==> src/rtl/relation_seq_gen_if.sv <==
// Handshake and control bundle for relation_seq_gen: the master side commands
// sequences and accepts pairs, the slave side (the generator) produces them.
interface relation_seq_gen_if #(
    parameter int WIDTH = 3
);
    logic             start_i;
    logic [WIDTH-1:0] seed_i;
    logic [1:0]       mode_i;
    logic [3:0]       len_i;
    logic             ready_i;
    logic             valid_o;
    logic [WIDTH-1:0] a_out_o;
    logic [WIDTH-1:0] b_out_o;
    logic             busy_o;
    logic             done_o;
    logic             trunc_o;

    modport master (
        output start_i, seed_i, mode_i, len_i, ready_i,
        input  valid_o, a_out_o, b_out_o, busy_o, done_o, trunc_o
    );

    modport slave (
        input  start_i, seed_i, mode_i, len_i, ready_i,
        output valid_o, a_out_o, b_out_o, busy_o, done_o, trunc_o
    );
endinterface

==> src/rtl/relation_seq_gen.sv <==
// Emits (a, b) pairs obeying a Gray/+1/-1/+3 relation over valid/ready.
// Define RELSEQ_WRAP_EN to wrap arithmetic modes instead of truncating at range edges.
module relation_seq_gen #(
    parameter int WIDTH = 3
) (
    input logic              clk,
    input logic              rst_n,
    relation_seq_gen_if.slave bus
);

`ifdef RELSEQ_WRAP_EN
    localparam bit WrapEn = 1'b1;
`else
    localparam bit WrapEn = 1'b0;
`endif

    typedef enum logic {IDLE, RUN} state_t;

    state_t           state_q, state_d;
    logic [WIDTH-1:0] a_q, a_d, b_q, b_d, seed_q, seed_d, k_q, k_d;
    logic [1:0]       mode_q, mode_d;
    logic [3:0]       len_q, len_d, cnt_q, cnt_d;
    logic             valid_q, valid_d, busy_q, busy_d;
    logic             done_q, done_d, trunc_q, trunc_d;
    logic [WIDTH:0]   startStep, runStep;
    logic [WIDTH-1:0] kPlus2;
    logic             startCross, runCross, lastPair;

    // The extra top bit carries the carry/borrow that flags a range crossing.
    function automatic logic [WIDTH:0] arithStep(input logic [WIDTH-1:0] v,
                                                 input logic [1:0] m);
        logic [WIDTH:0] x;
        x = {1'b0, v};
        case (m)
            2'b01:   arithStep = x + (WIDTH+1)'(1);
            2'b10:   arithStep = x - (WIDTH+1)'(1);
            2'b11:   arithStep = x + (WIDTH+1)'(3);
            default: arithStep = {1'b0, v ^ WIDTH'(1)};
        endcase
    endfunction

    function automatic logic [WIDTH-1:0] grayCode(input logic [WIDTH-1:0] k);
        grayCode = k ^ (k >> 1);
    endfunction

    always_comb begin
        kPlus2     = k_q + WIDTH'(2);
        startStep  = arithStep(bus.seed_i, bus.mode_i);
        runStep    = (mode_q == 2'b00) ? {1'b0, seed_q ^ grayCode(kPlus2)}
                                       : arithStep(b_q, mode_q);
        startCross = !WrapEn && startStep[WIDTH];
        runCross   = !WrapEn && runStep[WIDTH];
        lastPair   = (cnt_q + 4'd1) == len_q;

        state_d = state_q;
        a_d     = a_q;
        b_d     = b_q;
        seed_d  = seed_q;
        k_d     = k_q;
        mode_d  = mode_q;
        len_d   = len_q;
        cnt_d   = cnt_q;
        valid_d = valid_q;
        busy_d  = busy_q;
        trunc_d = trunc_q;
        done_d  = 1'b0;

        case (state_q)
            IDLE: begin
                if (bus.start_i) begin
                    seed_d  = bus.seed_i;
                    mode_d  = bus.mode_i;
                    len_d   = bus.len_i;
                    k_d     = '0;
                    cnt_d   = '0;
                    trunc_d = 1'b0;
                    if (bus.len_i == 4'd0) begin
                        done_d = 1'b1;
                    end else if (startCross) begin
                        done_d  = 1'b1;
                        trunc_d = 1'b1;
                    end else begin
                        state_d = RUN;
                        valid_d = 1'b1;
                        busy_d  = 1'b1;
                        a_d     = bus.seed_i;
                        b_d     = startStep[WIDTH-1:0];
                    end
                end
            end
            RUN: begin
                // A crossing only truncates when more pairs were still owed.
                if (bus.ready_i) begin
                    if (lastPair || runCross) begin
                        state_d = IDLE;
                        valid_d = 1'b0;
                        busy_d  = 1'b0;
                        done_d  = 1'b1;
                        trunc_d = runCross && !lastPair;
                    end else begin
                        a_d   = b_q;
                        b_d   = runStep[WIDTH-1:0];
                        k_d   = k_q + WIDTH'(1);
                        cnt_d = cnt_q + 4'd1;
                    end
                end
            end
            default: state_d = IDLE;
        endcase
    end

    always_ff @(posedge clk or negedge rst_n) begin
        if (!rst_n) begin
            state_q <= IDLE;
            a_q     <= '0;
            b_q     <= '0;
            seed_q  <= '0;
            k_q     <= '0;
            mode_q  <= '0;
            len_q   <= '0;
            cnt_q   <= '0;
            valid_q <= 1'b0;
            busy_q  <= 1'b0;
            done_q  <= 1'b0;
            trunc_q <= 1'b0;
        end else begin
            state_q <= state_d;
            a_q     <= a_d;
            b_q     <= b_d;
            seed_q  <= seed_d;
            k_q     <= k_d;
            mode_q  <= mode_d;
            len_q   <= len_d;
            cnt_q   <= cnt_d;
            valid_q <= valid_d;
            busy_q  <= busy_d;
            done_q  <= done_d;
            trunc_q <= trunc_d;
        end
    end

    assign bus.valid_o = valid_q;
    assign bus.a_out_o = a_q;
    assign bus.b_out_o = b_q;
    assign bus.busy_o  = busy_q;
    assign bus.done_o  = done_q;
    assign bus.trunc_o = trunc_q;

endmodule

==> src/flat_wrapper.sv <==
// flat-port wrapper written by rule: the top's interface ports become plain ports
module relation_seq_gen_flat 
#(
    parameter int WIDTH = 3
)
  (clk, rst_n, bus_start_i, bus_seed_i, bus_mode_i, bus_len_i, bus_ready_i, bus_valid_o, bus_a_out_o, bus_b_out_o, bus_busy_o, bus_done_o, bus_trunc_o);
  relation_seq_gen_if #(.WIDTH(WIDTH)) bus_i ();
  input logic clk;
  input logic rst_n;
  input wire logic [$bits(bus_i.start_i)-1:0] bus_start_i;
  input wire logic [$bits(bus_i.seed_i)-1:0] bus_seed_i;
  input wire logic [$bits(bus_i.mode_i)-1:0] bus_mode_i;
  input wire logic [$bits(bus_i.len_i)-1:0] bus_len_i;
  input wire logic [$bits(bus_i.ready_i)-1:0] bus_ready_i;
  output wire logic [$bits(bus_i.valid_o)-1:0] bus_valid_o;
  output wire logic [$bits(bus_i.a_out_o)-1:0] bus_a_out_o;
  output wire logic [$bits(bus_i.b_out_o)-1:0] bus_b_out_o;
  output wire logic [$bits(bus_i.busy_o)-1:0] bus_busy_o;
  output wire logic [$bits(bus_i.done_o)-1:0] bus_done_o;
  output wire logic [$bits(bus_i.trunc_o)-1:0] bus_trunc_o;
  assign bus_i.start_i = bus_start_i;
  assign bus_i.seed_i = bus_seed_i;
  assign bus_i.mode_i = bus_mode_i;
  assign bus_i.len_i = bus_len_i;
  assign bus_i.ready_i = bus_ready_i;
  assign bus_valid_o = bus_i.valid_o;
  assign bus_a_out_o = bus_i.a_out_o;
  assign bus_b_out_o = bus_i.b_out_o;
  assign bus_busy_o = bus_i.busy_o;
  assign bus_done_o = bus_i.done_o;
  assign bus_trunc_o = bus_i.trunc_o;
  relation_seq_gen #(.WIDTH(WIDTH)) u_core (.clk(clk), .rst_n(rst_n), .bus(bus_i));
endmodule
==> config.mk <==
export PLATFORM = sky130hd
export DESIGN_NAME = relation_seq_gen_flat
export DESIGN_NICKNAME = d
export VERILOG_FILES = /design/src/rtl/relation_seq_gen_if.sv /design/src/rtl/relation_seq_gen.sv /design/src/flat_wrapper.sv
export SDC_FILE = /design/constraint.sdc
export NUM_CORES = 1
export LEC_CHECK = 0
export CAP_MARGIN = 20
export CORE_MARGIN = 2
export CORE_UTILIZATION = 58
export CTS_BUF_LIST = sky130_fd_sc_hd__clkbuf_2 sky130_fd_sc_hd__clkbuf_4 sky130_fd_sc_hd__clkbuf_8
export CTS_CLUSTER_DIAMETER = 120
export CTS_CLUSTER_SIZE = 8
export DETAILED_ROUTE_END_ITERATION = 10
export DONT_BUFFER_PORTS = 1
export HOLD_SLACK_MARGIN = 0.1
export PLACE_DENSITY = 0.8
export SLEW_MARGIN = 20
export SYNTH_ARGS = -nofsm -noshare
export SYNTH_HDL_FRONTEND = slang
export SYNTH_SLANG_ARGS = --single-unit
==> constraint.sdc <==
create_clock -name clk -period 3.9 [get_ports clk]
set_input_delay 0.78 -clock clk [delete_from_list [all_inputs] [get_ports clk]]
set_output_delay 0.78 -clock clk [all_outputs]
set_load 0.01 [all_outputs]
# [After elaboration in Yosys (flattened, before gate mapping)]
# Index checks and enable logic that the tools add are counted.
[word_totals] ff_bits=26 latchBits=0 mem_bits_rw=0 romBits=0 inputBits=13 out_inout_bits=10 wordCells=97 mem_count=0
[classes] add_sub_neg=9 multipliers=0 n_div=0 n_lt_le_gt_ge=0 n_eq_ne=14 shifts=0 mux=46 bitwise=5 reduce_logical=11
[ops] cell="$mux 3" n=13
[ops] cell="$pmux 4 s3" n=2
[ops] cell="$mux 1" n=19
[ops] cell="$pmux 3 s2" n=3
[ops] cell="$mux 4" n=4
[ops] cell="$ne 2x2->1 const B" n=6
[ops] cell="$reduce_and 5->1" n=2
[ops] cell="$add 3x1->4 const B" n=2
[ops] cell="$add 3x2->4 const B" n=2
[ops] cell="$eq 2x2->1 const B" n=4
[ops] cell="$pmux 1 s2" n=4
[ops] cell="$pmux 4 s2" n=1
[ops] cell="$sub 3x1->4 const B" n=2
[ops] cell="$reduce_and 3->1" n=2
[ops] cell="$reduce_and 6->1" n=1
[ops] cell="$ne 5x5->1 const B" n=1
[ops] cell="$add 4x1->4 const B" n=1
[ops] cell="$eq 2x1->1 const B" n=2
[ops] cell="$eq 4x4->1" n=1
[ops] cell="$logic_not 4->1" n=1
[ops] cell="$add 3x1->3 const B" n=1
[ops] cell="$add 3x2->3 const B" n=1
[ops] cell="$not 1->1" n=3
[ops] cell="$xor 3x2->3" n=1
[ops] cell="other kinds (6)" n=6

# [Logic depth before layout (Yosys ltp)]
[depth] ltp_word=8 ltp_mapped=10 depth_no_buf=9

# [Worst setup path before layout]
# No wires, ideal clock.
[synth_path] kind="in2reg" start="input port bus_mode_i[1]" end="register u_core.b_q[0], in the netlist u_core.bus.b_out_o[0]" setup_time_ns=0.120 arrival_time_ns=2.301 required_time_ns=3.780 setup_slack_ns=1.478 cell_stages=8 path_buffers=1 path_cell_list="nor2b_1 -> ha_1 -> a21oi_1 -> a21boi_2 -> or3_1 -> buf_6 -> o22a_1 -> o211a_1"
[synth_via] elab_chain_cells=6 word_cells_on_any_way=10 classes_between="eq/ne: 4; mux: 5; reduce/logical: 1"
[synth_rtl] item="start: declaration" line="flat_wrapper.sv:12" text="input wire logic [$bits(bus_i.mode_i)-1:0] bus_mode_i;"
[synth_rtl] item="$eq 2x2->1 / $eq 2x1->1 (equally long branches)" line="relation_seq_gen.sv:34" text="case (m)"
[synth_rtl] item="$pmux 4 s3 *" line="relation_seq_gen.sv:34"
[synth_rtl] item="$mux 3" line="relation_seq_gen.sv:79" text="end else if (startCross) begin"
[synth_rtl] item="$mux 3" line="relation_seq_gen.sv:77" text="if (bus.len_i == 4'd0) begin"
[synth_rtl] item="$mux 3" line="relation_seq_gen.sv:70" text="if (bus.start_i) begin"
[synth_rtl] item="$pmux 3 s2" line="relation_seq_gen.sv:68" text="case (state_q)"
[synth_rtl] item="end signal: assignment" line="relation_seq_gen.sv:116" text="b_q <= '0;"
[synth_rtl] item="end signal: assignment" line="relation_seq_gen.sv:129" text="b_q <= b_d;"
[synth_rtl] item="end: declaration" line="relation_seq_gen.sv:20" text="logic [WIDTH-1:0] a_q, a_d, b_q, b_d, seed_q, seed_d, k_q, k_d;"
# Mark *: on every way between the ends. The rest lies on a longest branch, timed or not. The select of a mux whose other input is x is not followed.
# A chain may end at the register's enable or synchronous reset.

# [Worst setup path in the final report]
[layout_path] start="register u_core.mode_q[0]" end="register u_core.a_q[0], in the netlist u_core.bus.a_out_o[0]"
[layout_via] elab_chain_cells=6 word_cells_on_any_way=9 classes_between="eq/ne: 4; mux: 2; reduce/logical: 3"
[layout_rtl] item="start: declaration" line="relation_seq_gen.sv:21" text="logic [1:0] mode_q, mode_d;"
[layout_rtl] item="start signal: assignment" line="relation_seq_gen.sv:132" text="mode_q <= mode_d;"
[layout_rtl] item="$eq 2x2->1 / $eq 2x1->1 (equally long branches)" line="relation_seq_gen.sv:34"
[layout_rtl] item="$pmux 4 s3" line="relation_seq_gen.sv:34"
[layout_rtl] item="$mux 4 *" line="relation_seq_gen.sv:49" text="runStep = (mode_q == 2'b00) ? {1'b0, seed_q ^ grayCode(kPlus2)}"
[layout_rtl] item="$logic_or 1x1->1 *" line="relation_seq_gen.sv:94" text="if (lastPair || runCross) begin"
[layout_rtl] item="$ne 2x2->1 (no source line) *"
[layout_rtl] item="$reduce_and 5->1 (no source line) *"
[layout_rtl] item="end signal: assignment" line="relation_seq_gen.sv:115" text="a_q <= '0;"
[layout_rtl] item="end signal: assignment" line="relation_seq_gen.sv:128" text="a_q <= a_d;"
[layout_rtl] item="end: declaration" line="relation_seq_gen.sv:20"
# Mark *: on every way between the ends. The rest lies on a longest branch, timed or not.

==> Implementation_results.wiki <==
{| class="wikitable"
! Metric !! Value
|-
| Area fraction in and, or, nand and nor cells after synthesis || 0.2437
|-
| Max-cap check violation count || 0
|-
| Avg Inst Size Synth || 9.169 µm²
|-
| Share of the synthesized area in compound gates (AO/OA/AOI/OAI) || 0.1704
|-
| Max Transition Viols Final || 0
|-
| Number of global-route vias before repair || 1543
|-
| Largest cells by area after synthesis || sky130_fd_sc_hd__dfrtp_1, sky130_fd_sc_hd__ha_1, sky130_fd_sc_hd__nand2_1
|-
| Antenna diode count || 0
|-
| Crit end category || register
|-
| Post-CTS clock slew at the launch and capture registers of the worst setup and hold paths || 0.16 ns
|-
| Worst min path class || in2async
|-
| Clock buffer count from CTS || 3
|-
| Average wire per cell in the routed design || 17.02 µm
|-
| Cell count after synthesis || 201
|-
| Initial antenna violation count || 0
|-
| Detailed placer's ending HPWL || 2.978 mm
|-
| Unique cell type count in the Yosys netlist || 56
|-
| Maximum clock insertion buffer count || 2
|-
| Overall global routing resource usage || 0.2574
|-
| Share of synthesized area occupied by flip-flops and latches || 0.3530
|-
| X dimension of the die || 60.37 µm
|-
| Htree depth || 1
|-
| DRC marker count from the first detailed-route iteration || 45
|-
| Vias/cell || 6.350
|-
| Number of optimization iterations in the first detailed-route pass || 4
|-
| Count of yosys warnings during synthesis || 0
|-
| Slew margin rel. || 0.4167
|-
| Die Ht || 60.37 µm
|-
| Post_cts resized || 0
|-
| RSZ-0062 raised after global routing || no
|-
| Port Buffers || 0
|-
| Share of flip-flops with an asynchronous set or reset after synthesis || 1.000
|-
| Total via count in the routed design || 1505
|-
| Dominant synthesized flop cell || sky130_fd_sc_hd__dfrtp_1
|-
| Starting density of the core || 0.6087
|-
| Placeable core area || 3028 µm²
|-
| Number of register bits inferred by synthesis || 26
|-
| Post-Synthesis Net Count || 225
|-
| Clock Sinks || 26
|-
| Post-layout nets || 218
|-
| Setup tns final || 0 ns
|-
| Post-route DRC violation count || 0
|-
| Main combinational cell family by area after synthesis || simple AND/OR/NAND/NOR gates
|-
| Total power divided by cell area || 877.5 nW/µm²
|-
| Fmax achieved || 385.5 MHz
|-
| Portion of the clock cycle consumed by the worst path in the final layout || 0.6652
|-
| Count of fill cells added during filler insertion || 261
|-
| Smallest setup slack after layout || 1.306 ns
|-
| First-pass GRT wire length || 6.969 mm
|-
| I/O Pins || 23
|-
| Number of antenna-violating nets in the routed design || 0
|-
| Count of endpoints failing hold in the final timing report || 0
|-
| Startpoint type of the worst setup path || register
|-
| Fin Clk Skew || 0.007650 ns
|-
| Xor-xnor portion of the synthesized cell area || 0.05227
|-
| CP Max Fanout || 7
|-
| Final count of negative-setup-slack endpoints || 0
|-
| Finished Core Util || 0.6190
|-
| Post-synthesis cell type with the largest combined area || sky130_fd_sc_hd__dfrtp_1
|-
| Pin slew with the least headroom to its limit || 0.8750 ns
|-
| Synthesis-to-finish area growth || 1.697%
|-
| Leakage power summed over all cells || 0.0008377 µW
|-
| Placer's final routability congestion estimate || 0.8535
|-
| Grt ovf || 0
|-
| Multiplexer share of the synthesized area || 0.02308
|-
| CP Data Required Time || 4.15 ns
|-
| Die area || 3645 µm²
|-
| Pin count of the biggest net entering global routing || 28
|-
| Crit Path Category || reg2reg
|-
| Result of the run || complete, no violations
|-
| Quantity of hold-fixing buffers added after cts || 0
|-
| Clock latency at the later pin of the worst-skew pair || 0.34 ns
|-
| Share of layout cells above drive strength 1 || 0.1088
|-
| Cell area after synthesis || 1843 µm²
|-
| Area share of the largest cell type after synthesis || 0.3530
|-
| Post-CTS setup repair buffer count || 0
|-
| CTS tree || built
|-
| Count of flip-flops with a built-in enable after synthesis || 0
|-
| Crit path arrival time || 2.85 ns
|-
| # rows || 20
|-
| Master cell of the clock root buffer || sky130_fd_sc_hd__clkbuf_4
|-
| Place WS || 1.309 ns
|-
| Largest voltage drop on the vdd net || 0.4980 mV
|-
| Final min period || 2.594 ns
|-
| DRT Wirelength || 4.034 mm
|-
| Adder and majority cell fraction of the synthesized area || 0.08282
|}
==> worst max-delay path, stage by stage, from the launching register on <==
cell and delay, ns:
sky130_fd_sc_hd__dfrtp_1 0.38, sky130_fd_sc_hd__inv_1 0.07, sky130_fd_sc_hd__ha_1 0.27, sky130_fd_sc_hd__or2_2 0.35
sky130_fd_sc_hd__ha_1 0.31, sky130_fd_sc_hd__nand3_2 0.11, sky130_fd_sc_hd__a211o_1 0.35, sky130_fd_sc_hd__and2_1 0.24
sky130_fd_sc_hd__and3_1 0.19, sky130_fd_sc_hd__a311oi_1 0.22
==> sequential cells by signal, summed over array words and instances, names as in the netlist, 2 cells and up <==
register and count:
u_core.k_q 3, u_core.cnt_q 4, u_core.len_q 4, u_core.mode_q 2
u_core.seed_q 3, u_core.bus.a_out_o 3, u_core.bus.b_out_o 3
==> report_power, final <==
group | internal [µW] | total [µW] | switching (µW)
clock network | 104 | 194 | 90.1
logic | 362 | 869 | 507
registers | 391 | 582 | 191
total | 857 | 1640 | 787
==> worst paths after layout <==
kind | endpoint | slack [ns] | startpoint | depth (start not counted)
max | u_core.bus.a_out_o[0] | 1.31 | u_core.mode_q[0] | 9
max reg2reg | u_core.bus.a_out_o[0] | 1.31 | u_core.mode_q[0] | 9
min in group clk | u_core.seed_q[0] | 0.52 | u_core.seed_q[0] | 2
min | u_core.k_q[2] | 0.22 | rst_n | 1
max in group asynchronous | u_core.bus.trunc_o | 3.52 | rst_n | 1
min reg2reg | u_core.seed_q[0] | 0.52 | u_core.seed_q[0] | 2
==> synth_stat cells, drive strengths merged (2+ instances only) <==
cell / n
ha: 9
a311oi: 4
nand4: 7
and2: 2
dfrtp: 26
xnor2: 7
nand3: 12
o311ai: 2
nor3: 7
and3: 5
nor2b: 3
nor2: 5
nand3b: 3
xor2: 4
a21oi: 4
a21boi: 3
o21ai: 6
a211o: 2
a31oi: 2
mux2: 2
o22ai: 5
mux2i: 2
fa: 2
or2: 2
clkbuf: 8
o211ai: 5
inv: 10
buf: 5
nand2: 32
o22a: 2
==> area by class of cell <==
class,count,area [µm²],area share
Tap cell,44,55.05,0.02937
Sequential cell,26,650.6,0.3471
Multi-Input combinational cell,151,1055,0.5627
Clock buffer,3,22.52,0.01202
Clock inverter,1,30.03,0.01602
Inverter,11,41.29,0.02203
Timing Repair Buffer,1,20.02,0.01068
==> metal layers <==
metal	GRT usage	vias up	share of wire
met3	0.04904	7	0.067
met5	0	-	0
met4	0.1079	0	0.015
met2	0.4224	55	0.51
met1	0.3352	741	0.41
li1	-	702	-
==> stage by stage <==
step	total power, µW	instances	cell area (µm²)	hold slack (ns)
floorplan	1319	201	1843	0.4652
global placement	1390	232	1802	0.4828
detailed placement	1436	232	1802	0.4855
CTS	1629	236	1854	0.1043
global route	1780	237	1874	0.2179
finish	1645	237	1874	0.2189
==> cells in the final DEF (no fill, tap or decap), types with 3 or more instances in the layout <==
cell type | synthesis | layout
sky130_fd_sc_hd__xnor2_1 | 7 | 7
sky130_fd_sc_hd__a311oi_1 | 4 | 4
sky130_fd_sc_hd__ha_1 | 9 | 9
sky130_fd_sc_hd__clkbuf_4 | 0 | 3
sky130_fd_sc_hd__xor2_1 | 4 | 4
sky130_fd_sc_hd__nand3_1 | 11 | 11
sky130_fd_sc_hd__nand4_1 | 6 | 6
sky130_fd_sc_hd__nand2_1 | 30 | 30
sky130_fd_sc_hd__nand3b_1 | 3 | 3
sky130_fd_sc_hd__nor2_1 | 5 | 5
sky130_fd_sc_hd__and3_1 | 4 | 4
sky130_fd_sc_hd__a21oi_1 | 3 | 3
sky130_fd_sc_hd__o21ai_0 | 3 | 3
sky130_fd_sc_hd__inv_1 | 10 | 10
sky130_fd_sc_hd__o211ai_1 | 5 | 5
sky130_fd_sc_hd__dfrtp_1 | 26 | 26
sky130_fd_sc_hd__o21ai_1 | 3 | 3
sky130_fd_sc_hd__nor3_1 | 7 | 7
sky130_fd_sc_hd__o22ai_1 | 5 | 5
==> cell families after synthesis <==
logic type,count (synthesis)
multiplexers,4
AO/OA/AOI/OAI,42
buffers and inverters,24
adder cells (fa/ha/maj),11
AND/OR/NAND/NOR,83
XOR/XNOR,11
flip-flops,26
No activity file was read; power rests on OpenSTA's default activity.
